### config.mk
export PLATFORM = sky130hd
export DESIGN_NAME = sram_bist_ctrl_flat
export DESIGN_NICKNAME = d
export VERILOG_FILES = /design/src/rtl/sram_bist_ctrl_if.sv /design/src/rtl/sram_bist_ctrl.sv /design/src/flat_wrapper.sv
export SDC_FILE = /design/constraint.sdc
export NUM_CORES = 1
export LEC_CHECK = 0
export ABC_AREA = 1
export CELL_PAD_IN_SITES_DETAIL_PLACEMENT = 1
export CELL_PAD_IN_SITES_GLOBAL_PLACEMENT = 2
export CORE_UTILIZATION = 28
export CTS_CLUSTER_SIZE = 25
export DETAILED_ROUTE_END_ITERATION = 6
export PLACE_DENSITY_LB_ADDON = 0.1
export SLEW_MARGIN = 20
export SYNTH_ARGS = -nofsm -noshare
export SYNTH_HDL_FRONTEND = slang
export SYNTH_SLANG_ARGS = --single-unit
export TNS_END_PERCENT = 5
### constraint.sdc
create_clock -name usb_clk -period 4.57 [get_ports usb_clk]
set_input_delay 1.371 -clock usb_clk [delete_from_list [all_inputs] [get_ports usb_clk]]
set_output_delay 1.371 -clock usb_clk [all_outputs]
set_load 0.03 [all_outputs]
### src/rtl/sram_bist_ctrl_if.sv
// rtl/sram_bist_ctrl_if.sv - SRAM pin bundle between the BIST sequencer and the board-level SRAM
interface sram_bist_ctrl_if #(
  parameter int pADDR_WIDTH = 20
);
  logic [pADDR_WIDTH-1:0] SRAM_A;
  logic [7:0]             dq_out;
  logic                   dq_oe;
  logic [7:0]             dq_in;
  logic                   SRAM_CEn;
  logic                   SRAM_CE2;
  logic                   SRAM_OEn;
  logic                   SRAM_WEn;

  // Sequencer side drives the pins, memory side returns read data
  modport master (
    output SRAM_A, dq_out, dq_oe, SRAM_CEn, SRAM_CE2, SRAM_OEn, SRAM_WEn,
    input  dq_in
  );

  modport slave (
    input  SRAM_A, dq_out, dq_oe, SRAM_CEn, SRAM_CE2, SRAM_OEn, SRAM_WEn,
    output dq_in
  );
endinterface

### src/rtl/sram_bist_ctrl.sv
// rtl/sram_bist_ctrl.sv - write/read-back self-test sequencer for the external async SRAM
module sram_bist_ctrl #(
  parameter int pADDR_WIDTH = 20,
  parameter int pWR_CYCLES  = 2,
  parameter int pRD_CYCLES  = 2
) (
  input  logic                   usb_clk,
  input  logic                   reset,
  input  logic                   en,
  input  logic [pADDR_WIDTH-1:0] mem_bytes,
  input  logic [7:0]             seed,
  sram_bist_ctrl_if.master       sram,
  output logic                   busy,
  output logic                   done,
  output logic                   pass,
  output logic [15:0]            error_count,
  output logic [pADDR_WIDTH-1:0] first_fail_addr
);

  typedef enum logic [2:0] {
    S_IDLE,
    S_WR_SETUP,
    S_WR_PULSE,
    S_WR_HOLD,
    S_RD_SETUP,
    S_RD_WAIT,
    S_DONE
  } state_t;

  localparam logic [3:0] WR_LAST = 4'(pWR_CYCLES - 1);
  localparam logic [3:0] RD_LAST = 4'(pRD_CYCLES - 1);

  state_t                 state_q, state_d;
  logic                   en_q;
  logic [pADDR_WIDTH-1:0] addr_q, addr_d;
  logic [pADDR_WIDTH-1:0] len_q, len_d;
  logic [7:0]             seed_q, seed_d;
  logic [3:0]             cnt_q, cnt_d;
  logic                   done_d, pass_d, busy_d;
  logic [15:0]            err_d;
  logic [pADDR_WIDTH-1:0] ffa_d;
  logic                   start;
  logic                   last_addr;
  logic                   running;

  logic [pADDR_WIDTH-1:0] a_d;
  logic [7:0]             dq_out_d;
  logic                   dq_oe_d, cen_d, ce2_d, oen_d, wen_d;

  function automatic logic [7:0] pattern(input logic [pADDR_WIDTH-1:0] a, input logic [7:0] s);
    return a[7:0] ^ s;
  endfunction

  assign start     = en & ~en_q;
  assign last_addr = (addr_q == len_q - pADDR_WIDTH'(1));
  assign running   = (state_q != S_IDLE) && (state_q != S_DONE);

  // Sequencer state, address walk, pulse counter and result registers
  always_ff @(posedge usb_clk or posedge reset) begin
    if (reset) begin
      state_q         <= S_IDLE;
      en_q            <= 1'b0;
      addr_q          <= '0;
      len_q           <= '0;
      seed_q          <= '0;
      cnt_q           <= '0;
      busy            <= 1'b0;
      done            <= 1'b0;
      pass            <= 1'b0;
      error_count     <= '0;
      first_fail_addr <= '0;
    end else begin
      state_q         <= state_d;
      en_q            <= en;
      addr_q          <= addr_d;
      len_q           <= len_d;
      seed_q          <= seed_d;
      cnt_q           <= cnt_d;
      busy            <= busy_d;
      done            <= done_d;
      pass            <= pass_d;
      error_count     <= err_d;
      first_fail_addr <= ffa_d;
    end
  end

  // Next-state logic plus pin values decoded from the upcoming state so the pins are registered
  always_comb begin
    state_d  = state_q;
    addr_d   = addr_q;
    len_d    = len_q;
    seed_d   = seed_q;
    cnt_d    = cnt_q;
    done_d   = done;
    pass_d   = pass;
    err_d    = error_count;
    ffa_d    = first_fail_addr;

    if (running && !en) begin
      // Abort keeps partial error results but never reports completion
      state_d = S_IDLE;
    end else begin
      case (state_q)
        S_IDLE: begin
          if (start) begin
            done_d  = 1'b0;
            pass_d  = 1'b0;
            err_d   = '0;
            ffa_d   = '0;
            len_d   = mem_bytes;
            seed_d  = seed;
            addr_d  = '0;
            cnt_d   = '0;
            state_d = (mem_bytes == '0) ? S_DONE : S_WR_SETUP;
          end
        end
        S_WR_SETUP: begin
          cnt_d   = '0;
          state_d = S_WR_PULSE;
        end
        S_WR_PULSE: begin
          if (cnt_q == WR_LAST) state_d = S_WR_HOLD;
          else                  cnt_d   = cnt_q + 4'd1;
        end
        S_WR_HOLD: begin
          // Compare before incrementing so the address never wraps
          if (last_addr) begin
            addr_d  = '0;
            state_d = S_RD_SETUP;
          end else begin
            addr_d  = addr_q + pADDR_WIDTH'(1);
            state_d = S_WR_SETUP;
          end
        end
        S_RD_SETUP: begin
          cnt_d   = '0;
          state_d = S_RD_WAIT;
        end
        S_RD_WAIT: begin
          if (cnt_q == RD_LAST) begin
            if (sram.dq_in != pattern(addr_q, seed_q)) begin
              if (error_count != 16'hFFFF) err_d = error_count + 16'd1;
              if (error_count == 16'd0)    ffa_d = addr_q;
            end
            if (last_addr) begin
              state_d = S_DONE;
            end else begin
              addr_d  = addr_q + pADDR_WIDTH'(1);
              state_d = S_RD_SETUP;
            end
          end else begin
            cnt_d = cnt_q + 4'd1;
          end
        end
        S_DONE: begin
          done_d  = 1'b1;
          pass_d  = (error_count == 16'd0);
          state_d = S_IDLE;
        end
        default: state_d = S_IDLE;
      endcase
    end

    busy_d   = (state_d != S_IDLE) && (state_d != S_DONE);

    a_d      = '0;
    dq_out_d = '0;
    dq_oe_d  = 1'b0;
    cen_d    = 1'b1;
    ce2_d    = 1'b0;
    oen_d    = 1'b1;
    wen_d    = 1'b1;
    case (state_d)
      S_WR_SETUP, S_WR_PULSE, S_WR_HOLD: begin
        cen_d    = 1'b0;
        ce2_d    = 1'b1;
        a_d      = addr_d;
        dq_out_d = pattern(addr_d, seed_d);
        dq_oe_d  = 1'b1;
        wen_d    = (state_d != S_WR_PULSE);
      end
      S_RD_SETUP, S_RD_WAIT: begin
        cen_d = 1'b0;
        ce2_d = 1'b1;
        a_d   = addr_d;
        oen_d = 1'b0;
      end
      default: begin
        cen_d = 1'b1;
      end
    endcase
  end

  // Registered SRAM pin drivers
  always_ff @(posedge usb_clk or posedge reset) begin
    if (reset) begin
      sram.SRAM_A   <= '0;
      sram.dq_out   <= '0;
      sram.dq_oe    <= 1'b0;
      sram.SRAM_CEn <= 1'b1;
      sram.SRAM_CE2 <= 1'b0;
      sram.SRAM_OEn <= 1'b1;
      sram.SRAM_WEn <= 1'b1;
    end else begin
      sram.SRAM_A   <= a_d;
      sram.dq_out   <= dq_out_d;
      sram.dq_oe    <= dq_oe_d;
      sram.SRAM_CEn <= cen_d;
      sram.SRAM_CE2 <= ce2_d;
      sram.SRAM_OEn <= oen_d;
      sram.SRAM_WEn <= wen_d;
    end
  end

endmodule

### src/flat_wrapper.sv
// flat-port wrapper written by rule: the top's interface ports become plain ports
module sram_bist_ctrl_flat 
#(
  parameter int pADDR_WIDTH = 20,
  parameter int pWR_CYCLES  = 2,
  parameter int pRD_CYCLES  = 2
)
  (usb_clk, reset, en, mem_bytes, seed, busy, done, pass, error_count, first_fail_addr, sram_SRAM_A, sram_dq_out, sram_dq_oe, sram_SRAM_CEn, sram_SRAM_CE2, sram_SRAM_OEn, sram_SRAM_WEn, sram_dq_in);
  sram_bist_ctrl_if #(.pADDR_WIDTH(pADDR_WIDTH)) sram_i ();
  input  logic usb_clk;
  input  logic reset;
  input  logic en;
  input  logic [pADDR_WIDTH-1:0] mem_bytes;
  input  logic [7:0] seed;
  output logic busy;
  output logic done;
  output logic pass;
  output logic [15:0] error_count;
  output logic [pADDR_WIDTH-1:0] first_fail_addr;
  output wire logic [$bits(sram_i.SRAM_A)-1:0] sram_SRAM_A;
  output wire logic [$bits(sram_i.dq_out)-1:0] sram_dq_out;
  output wire logic [$bits(sram_i.dq_oe)-1:0] sram_dq_oe;
  output wire logic [$bits(sram_i.SRAM_CEn)-1:0] sram_SRAM_CEn;
  output wire logic [$bits(sram_i.SRAM_CE2)-1:0] sram_SRAM_CE2;
  output wire logic [$bits(sram_i.SRAM_OEn)-1:0] sram_SRAM_OEn;
  output wire logic [$bits(sram_i.SRAM_WEn)-1:0] sram_SRAM_WEn;
  input wire logic [$bits(sram_i.dq_in)-1:0] sram_dq_in;
  assign sram_SRAM_A = sram_i.SRAM_A;
  assign sram_dq_out = sram_i.dq_out;
  assign sram_dq_oe = sram_i.dq_oe;
  assign sram_SRAM_CEn = sram_i.SRAM_CEn;
  assign sram_SRAM_CE2 = sram_i.SRAM_CE2;
  assign sram_SRAM_OEn = sram_i.SRAM_OEn;
  assign sram_SRAM_WEn = sram_i.SRAM_WEn;
  assign sram_i.dq_in = sram_dq_in;
  sram_bist_ctrl #(.pADDR_WIDTH(pADDR_WIDTH), .pWR_CYCLES(pWR_CYCLES), .pRD_CYCLES(pRD_CYCLES)) u_core (.usb_clk(usb_clk), .reset(reset), .en(en), .mem_bytes(mem_bytes), .seed(seed), .sram(sram_i), .busy(busy), .done(done), .pass(pass), .error_count(error_count), .first_fail_addr(first_fail_addr));
endmodule
* Yosys cells after proc, flatten, opt, wreduce, memory -nomap -nowiden *
Cells that the tools add are included.

cells by class
  multiplexer cells = 40
  $add $sub $neg = 4
  reductions and logical operators = 22
  equality and inequality tests = 24
  bitwise gates (word level) = 5

operator list
  kind                                                 count
  two-way mux 20 bit                                   10
  two-way mux 16 bit                                   4
  case mux 20 bit (3 select lines)                     1
  case mux 20 bit (2 select lines)                     1
  two-way mux 8 bit                                    4
  case mux 16 bit (2 select lines)                     1
  adder 20 x 1 -> 20 bit, second input constant        1
  equality test 20 bit                                 1
  logical NOT 20 bit                                   1
  subtractor 20 x 1 -> 20 bit, second input constant   1
  two-way mux 3 bit                                    6
  case mux 3 bit (6 select lines)                      1
  adder 16 x 1 -> 16 bit, second input constant        1
  logical NOT 16 bit                                   1
  != test 16 bit, second input constant                1
  bitwise XOR 8 bit                                    2
  equality test 3 bit, second input constant           5
  equality test 3 x 2 -> 1 bit, second input constant  4
  case mux 4 bit (3 select lines)                      1
  AND reduction 6 bit                                  2
  != test 2 x 1 -> 1 bit, second input constant        5
  nonzero test 3 bit                                   3
  two-way mux 4 bit                                    2
  != test 8 bit                                        1
  20 further kinds                                     35

word-level totals
  flip-flop bits (word level) = 128
  logic and storage cells = 113
  output and inout bits = 72
  input port bits = 39

* Depth between registers and ports, before layout *
  depth after elaboration = 9
  gate-level depth with buffers = 21
  mapped depth without buffers = 20

* Worst setup path after synthesis *
OpenSTA, ideal clock, no wires.

  path type = input-to-reg
  from = input port en
  to = register u_core.error_count[15]
  cell stages on the path = 12
  setup slack = 1.772 ns
  data required time = 4.498 ns
  library setup time = 0.072 ns
  arrival = 2.726 ns
  buffers on the path = 0
  cell sequence = inv_1 nor2_1 inv_1 nand3_1 o211ai_1 a311oi_1 nand2_1 nor2_1 nand2_1 nor3_1 o21ai_0 nor2_1

on the way
  longest elaborated chain between the ends = 4
  elaborated cells between the ends (all ways) = 6
  those cells by class = eq/ne (1); bitwise (2); reduce/logical (3)

ends and longest elaborated chain
  element                                                         line                  source
  start, declared                                                 flat_wrapper.sv:12    input logic en;
  branches (longest 3 deep; another with != test 2 x 1 -> 1 bit)  --
  AND reduction 6 bit (no line) *                                 --
  end signal, assigned                                            sram_bist_ctrl.sv:82  error_count <= err_d;
  end, declared                                                   sram_bist_ctrl.sv:16  output logic [15:0] error_count,

Every way passes the cells marked *.
A chain may end at the register's enable or synchronous reset.

* Final worst setup path *
  from = register u_core.len_q[0]
  to = register u_core.sram.dq_out[4]

on the way
  longest elaborated chain between the ends = 9
  elaborated cells between the ends (all ways) = 18
  those cells by class = add/sub (1); eq/ne (4); mux (11); bitwise (1); reduce/logical (1)

ends and longest elaborated chain
  element                                                                              line                     source
  start, declared                                                                      sram_bist_ctrl.sv:36     logic [pADDR_WIDTH-1:0] len_q, len_d;
  start signal, assigned                                                               sram_bist_ctrl.sv:76     len_q <= len_d;
  subtractor 20 x 1 -> 20 bit *                                                        sram_bist_ctrl.sv:55     assign last_addr = (addr_q == len_q - pADDR_WIDTH'(1));
  equality test 20 bit *                                                               sram_bist_ctrl.sv:55
  two-way mux 2 bit                                                                    sram_bist_ctrl.sv:145    if (last_addr) begin
  two-way mux 3 bit                                                                    sram_bist_ctrl.sv:140    if (cnt_q == RD_LAST) begin
  case mux 3 bit (6 select lines)                                                      sram_bist_ctrl.sv:103    case (state_q)
  two-way mux 3 bit                                                                    sram_bist_ctrl.sv:99     if (running && !en) begin
  equality test 3 x 1 -> 1 bit / equality test 3 x 2 -> 1 bit (equally long branches)  sram_bist_ctrl.sv:173    case (state_d)
  OR reduction 3 bit                                                                   --
  two-way mux 8 bit *                                                                  sram_bist_ctrl.sv:173
  named net u_core.dq_out_d[4]                                                         sram_bist_ctrl.sv:47     logic [7:0] dq_out_d;
  end signal, assigned                                                                 sram_bist_ctrl.sv:206    sram.dq_out <= dq_out_d;
  end, declared                                                                        sram_bist_ctrl_if.sv:16  output SRAM_A, dq_out, dq_oe, SRAM_CEn, SRAM_CE2, SRAM_OEn, SRAM_WEn,

The timed path passes the listed nets; every way through them passes the cells marked *.

==> results.sh <==
export IMPL_outcome="finished clean"
export IMPL_power_mw=4.950
export IMPL_fin_skew_ps=14.86
export IMPL_cts_buffers=17
export IMPL_setup_slack_ps=1109
export IMPL_die_h_um=161.9
export IMPL_slew_headroom_pct=44.58
export IMPL_postCtsSetupRepairBufs=0
export IMPL_clock_latency_ps=430
export IMPL_drv_slew=0
export IMPL_clkSinkCount=128
export IMPL_synth_top_area_share_pct=43.71
export IMPL_synthTopCellsByArea="dfrtp_1 44%, nand2_1 14%, o21ai_0 6.6%"
export IMPL_final_core_util_pct=36.81
export IMPL_hold_viol_final=0
export IMPL_cp_top_family="simple AND/OR/NAND/NOR gates"
export IMPL_max_stage_delay_ps=430
export IMPL_rsz0062_at_grt="false"
export IMPL_crit_chain="inv_1 > ha_1 > nand2_1 > nor2_4 > nand3_1 > nand2_1 > nand2_1 > nor2_1 > nand2_1 > nor2_1 > nand3_1 > nand2_2 > nand2_2 > a21oi_1 > nand2_1 > a21oi_1 > nor2_1"
export IMPL_cp_start_kind="flip-flop"
export IMPL_timing_hold_ws_ps=473.7
export IMPL_grt_pass1_vias=6988
export IMPL_cp_data_arrival_time_ps=3780
export IMPL_path_class="flip-flop to flip-flop"
export IMPL_vdd_drop_max_uv=213.9
export IMPL_grt_ovfl_total=0
export IMPL_cts_root_buf="clkbuf_16"
export IMPL_post_cts_resized=0
export IMPL_hold_buffers=0
export IMPL_fin_crit_ps=3461
export IMPL_syn_area_per_cell_um2=7.454
export IMPL_worstMarginPinSlew_ps=830.3
export IMPL_dp_cells=1386
export IMPL_wl_per_cell_um=17.25
export IMPL_core_mm2=0.02511
export IMPL_fin_area_mm2=0.009244
export IMPL_dp_hpwl_mm=17.83
export IMPL_max_freq_ghz=0.2889
export IMPL_viasPerCell=4.688
export IMPL_synth_nets=1006
export IMPL_ant_nets=0
export IMPL_place_ws_ps=793.5
export IMPL_dieArea_mm2=0.02620
export IMPL_drt_first_iter_violations=255
export IMPL_cp_num_buf_inv=1
export IMPL_synth_distinct_cells=42
export IMPL_critPathSlowestCell="nand2_2"
export IMPL_track_usage_pct=19.74
export IMPL_synth_common_cells="261 x nand2_1, 125 x dfrtp_1, 125 x inv_1, 95 x o21ai_0, 73 x nor2_1"
export IMPL_synth_seq_cells=128
export IMPL_rows=58
export IMPL_synth_edf_count=0
export IMPL_grt_pass1_wl_mm=39.47
export IMPL_synth_top_cell_by_area="dfrtp_1"
export IMPL_drc_errors=0
export IMPL_crit_top_cell="nand2_1"
export IMPL_drt_total_wl_mm=24.46
export IMPL_ys_seq_area_share_pct=44.82
export IMPL_clk_pin_slew_ps=70
export IMPL_clock_path_buffers=2
export IMPL_drt_pass1_iterations=4
export IMPL_synthFlopType="dfrtp_1"
export IMPL_dieWidth_um=161.9
export IMPL_crit_fanout=21
export IMPL_hold_class="flip-flop to flip-flop"
export IMPL_synth_most_common_cell="nand2_1"
export IMPL_synth_warnings=0
export IMPL_period_share_pct=75.73
export IMPL_post_dp_cell_area_mm2=0.008645
export IMPL_gp_congestion=0.7990
export IMPL_setup_violations=0
export IMPL_port_buffers=110
export IMPL_area_growth_pct=29.18
export IMPL_synth_cells=960
export IMPL_htreeDepth=4
export IMPL_maxCapViolCount=0
export IMPL_diodes=0
export IMPL_crit_path_end_kind="flip-flop"
export IMPL_fin_tns_setup_ps=0
export IMPL_drive_gt1_share_pct=8.180
export IMPL_vias=6647
export IMPL_synth_area_mm2=0.007156
export IMPL_fin_nets=1121
export IMPL_pin_count=111
export IMPL_cts_tree="done"
export IMPL_grt_antenna_before_repair=0
export IMPL_p_leak_nw=4.444
export IMPL_async_flop_share_pct=100.0
export IMPL_power_density_mw_per_mm2=535.5
export IMPL_grt_max_degree=129
export IMPL_initial_utilization_pct=28.50
export IMPL_finalNonFillerCells=1418
export IMPL_worstPathRequired_ps=4890
[where the power goes]
| group | switching [mW] | internal (mW) | total, mW |
|---|---|---|---|
| clock | 0.600 | 0.825 | 1.43 |
| combinational | 1.39 | 0.621 | 2.01 |
| sequential | 0.182 | 1.33 | 1.52 |
[placed cells by master, fill, tap and decap left out, drive strengths merged]
cell           count
nand4             16
a32o               1
nand3             61
nor4               8
o31ai              1
a21oi             39
a31oi              2
xor2              24
o21bai             1
clkinv             5
clkdlybuf4s50    110
inv              139
nor3              19
dfstp              3
a211oi             1
o21ai            102
nand2            272
nor2              82
o21a               1
and2               1
buf               11
or2                8
dfrtp            125
bufinv             2
o22ai              5
nand3b             4
a311oi             1
xnor2             14
clkinvlp           3
o211ai             1
ha                 7
clkbuf            18
a21boi             1
[state kept, by name, indices dropped and copies added (netlist names), 3 cells and up]
name / count
u_core.addr_q: 20
u_core.cnt_q: 4
u_core.error_count: 16
u_core.first_fail_addr: 20
u_core.len_q: 20
u_core.seed_q: 8
u_core.sram.SRAM_A: 20
u_core.sram.dq_out: 8
u_core.state_q: 3
[worst min-delay path, delay by kind of cell, from the launching register on]
kind	cells	cell delay, ps
simple gates	2	100
flops	1	340
[cell type report]
type / instances / area, um2
inverter: 135 / 510.5
sequential: 128 / 3207
clock buffer: 18 / 429.2
multi-input combinational: 672 / 3318
tap: 330 / 412.9
timing repair buffer: 121 / 1196
fill: 3104 / 15870
clock inverter: 14 / 170.2
[layer usage]
layer / wire (um) / track usage, %
met1: 11610 / 26.02
met2: 11700 / 33.22
met3: 746 / 3.294
met4: 392 / 5.489
met5: 0 / 0
[path summary, 6_finish.rpt]
path | slack (ps) | end | from | cells after the start
max in group asynchronous | 2500 | u_core.cnt_q[0] | reset | 3
min in group asynchronous | 1510 | u_core.len_q[15] | reset | 3
min reg2reg | 470 | u_core.done | u_core.done | 2
max | 1110 | u_core.sram.dq_out[4] | u_core.len_q[0] | 17
max reg2reg | 1110 | u_core.sram.dq_out[4] | u_core.len_q[0] | 17
min | 470 | u_core.done | u_core.done | 2
[cells by family after synthesis]
logic type,share of synthesized area (%)
simple gates,28.94
fa+ha+maj,1.224
compound gates,11.52
flops,44.82
buf+inv,8.848
xor+xnor,4.651
(Power assumes the default switching activity.)
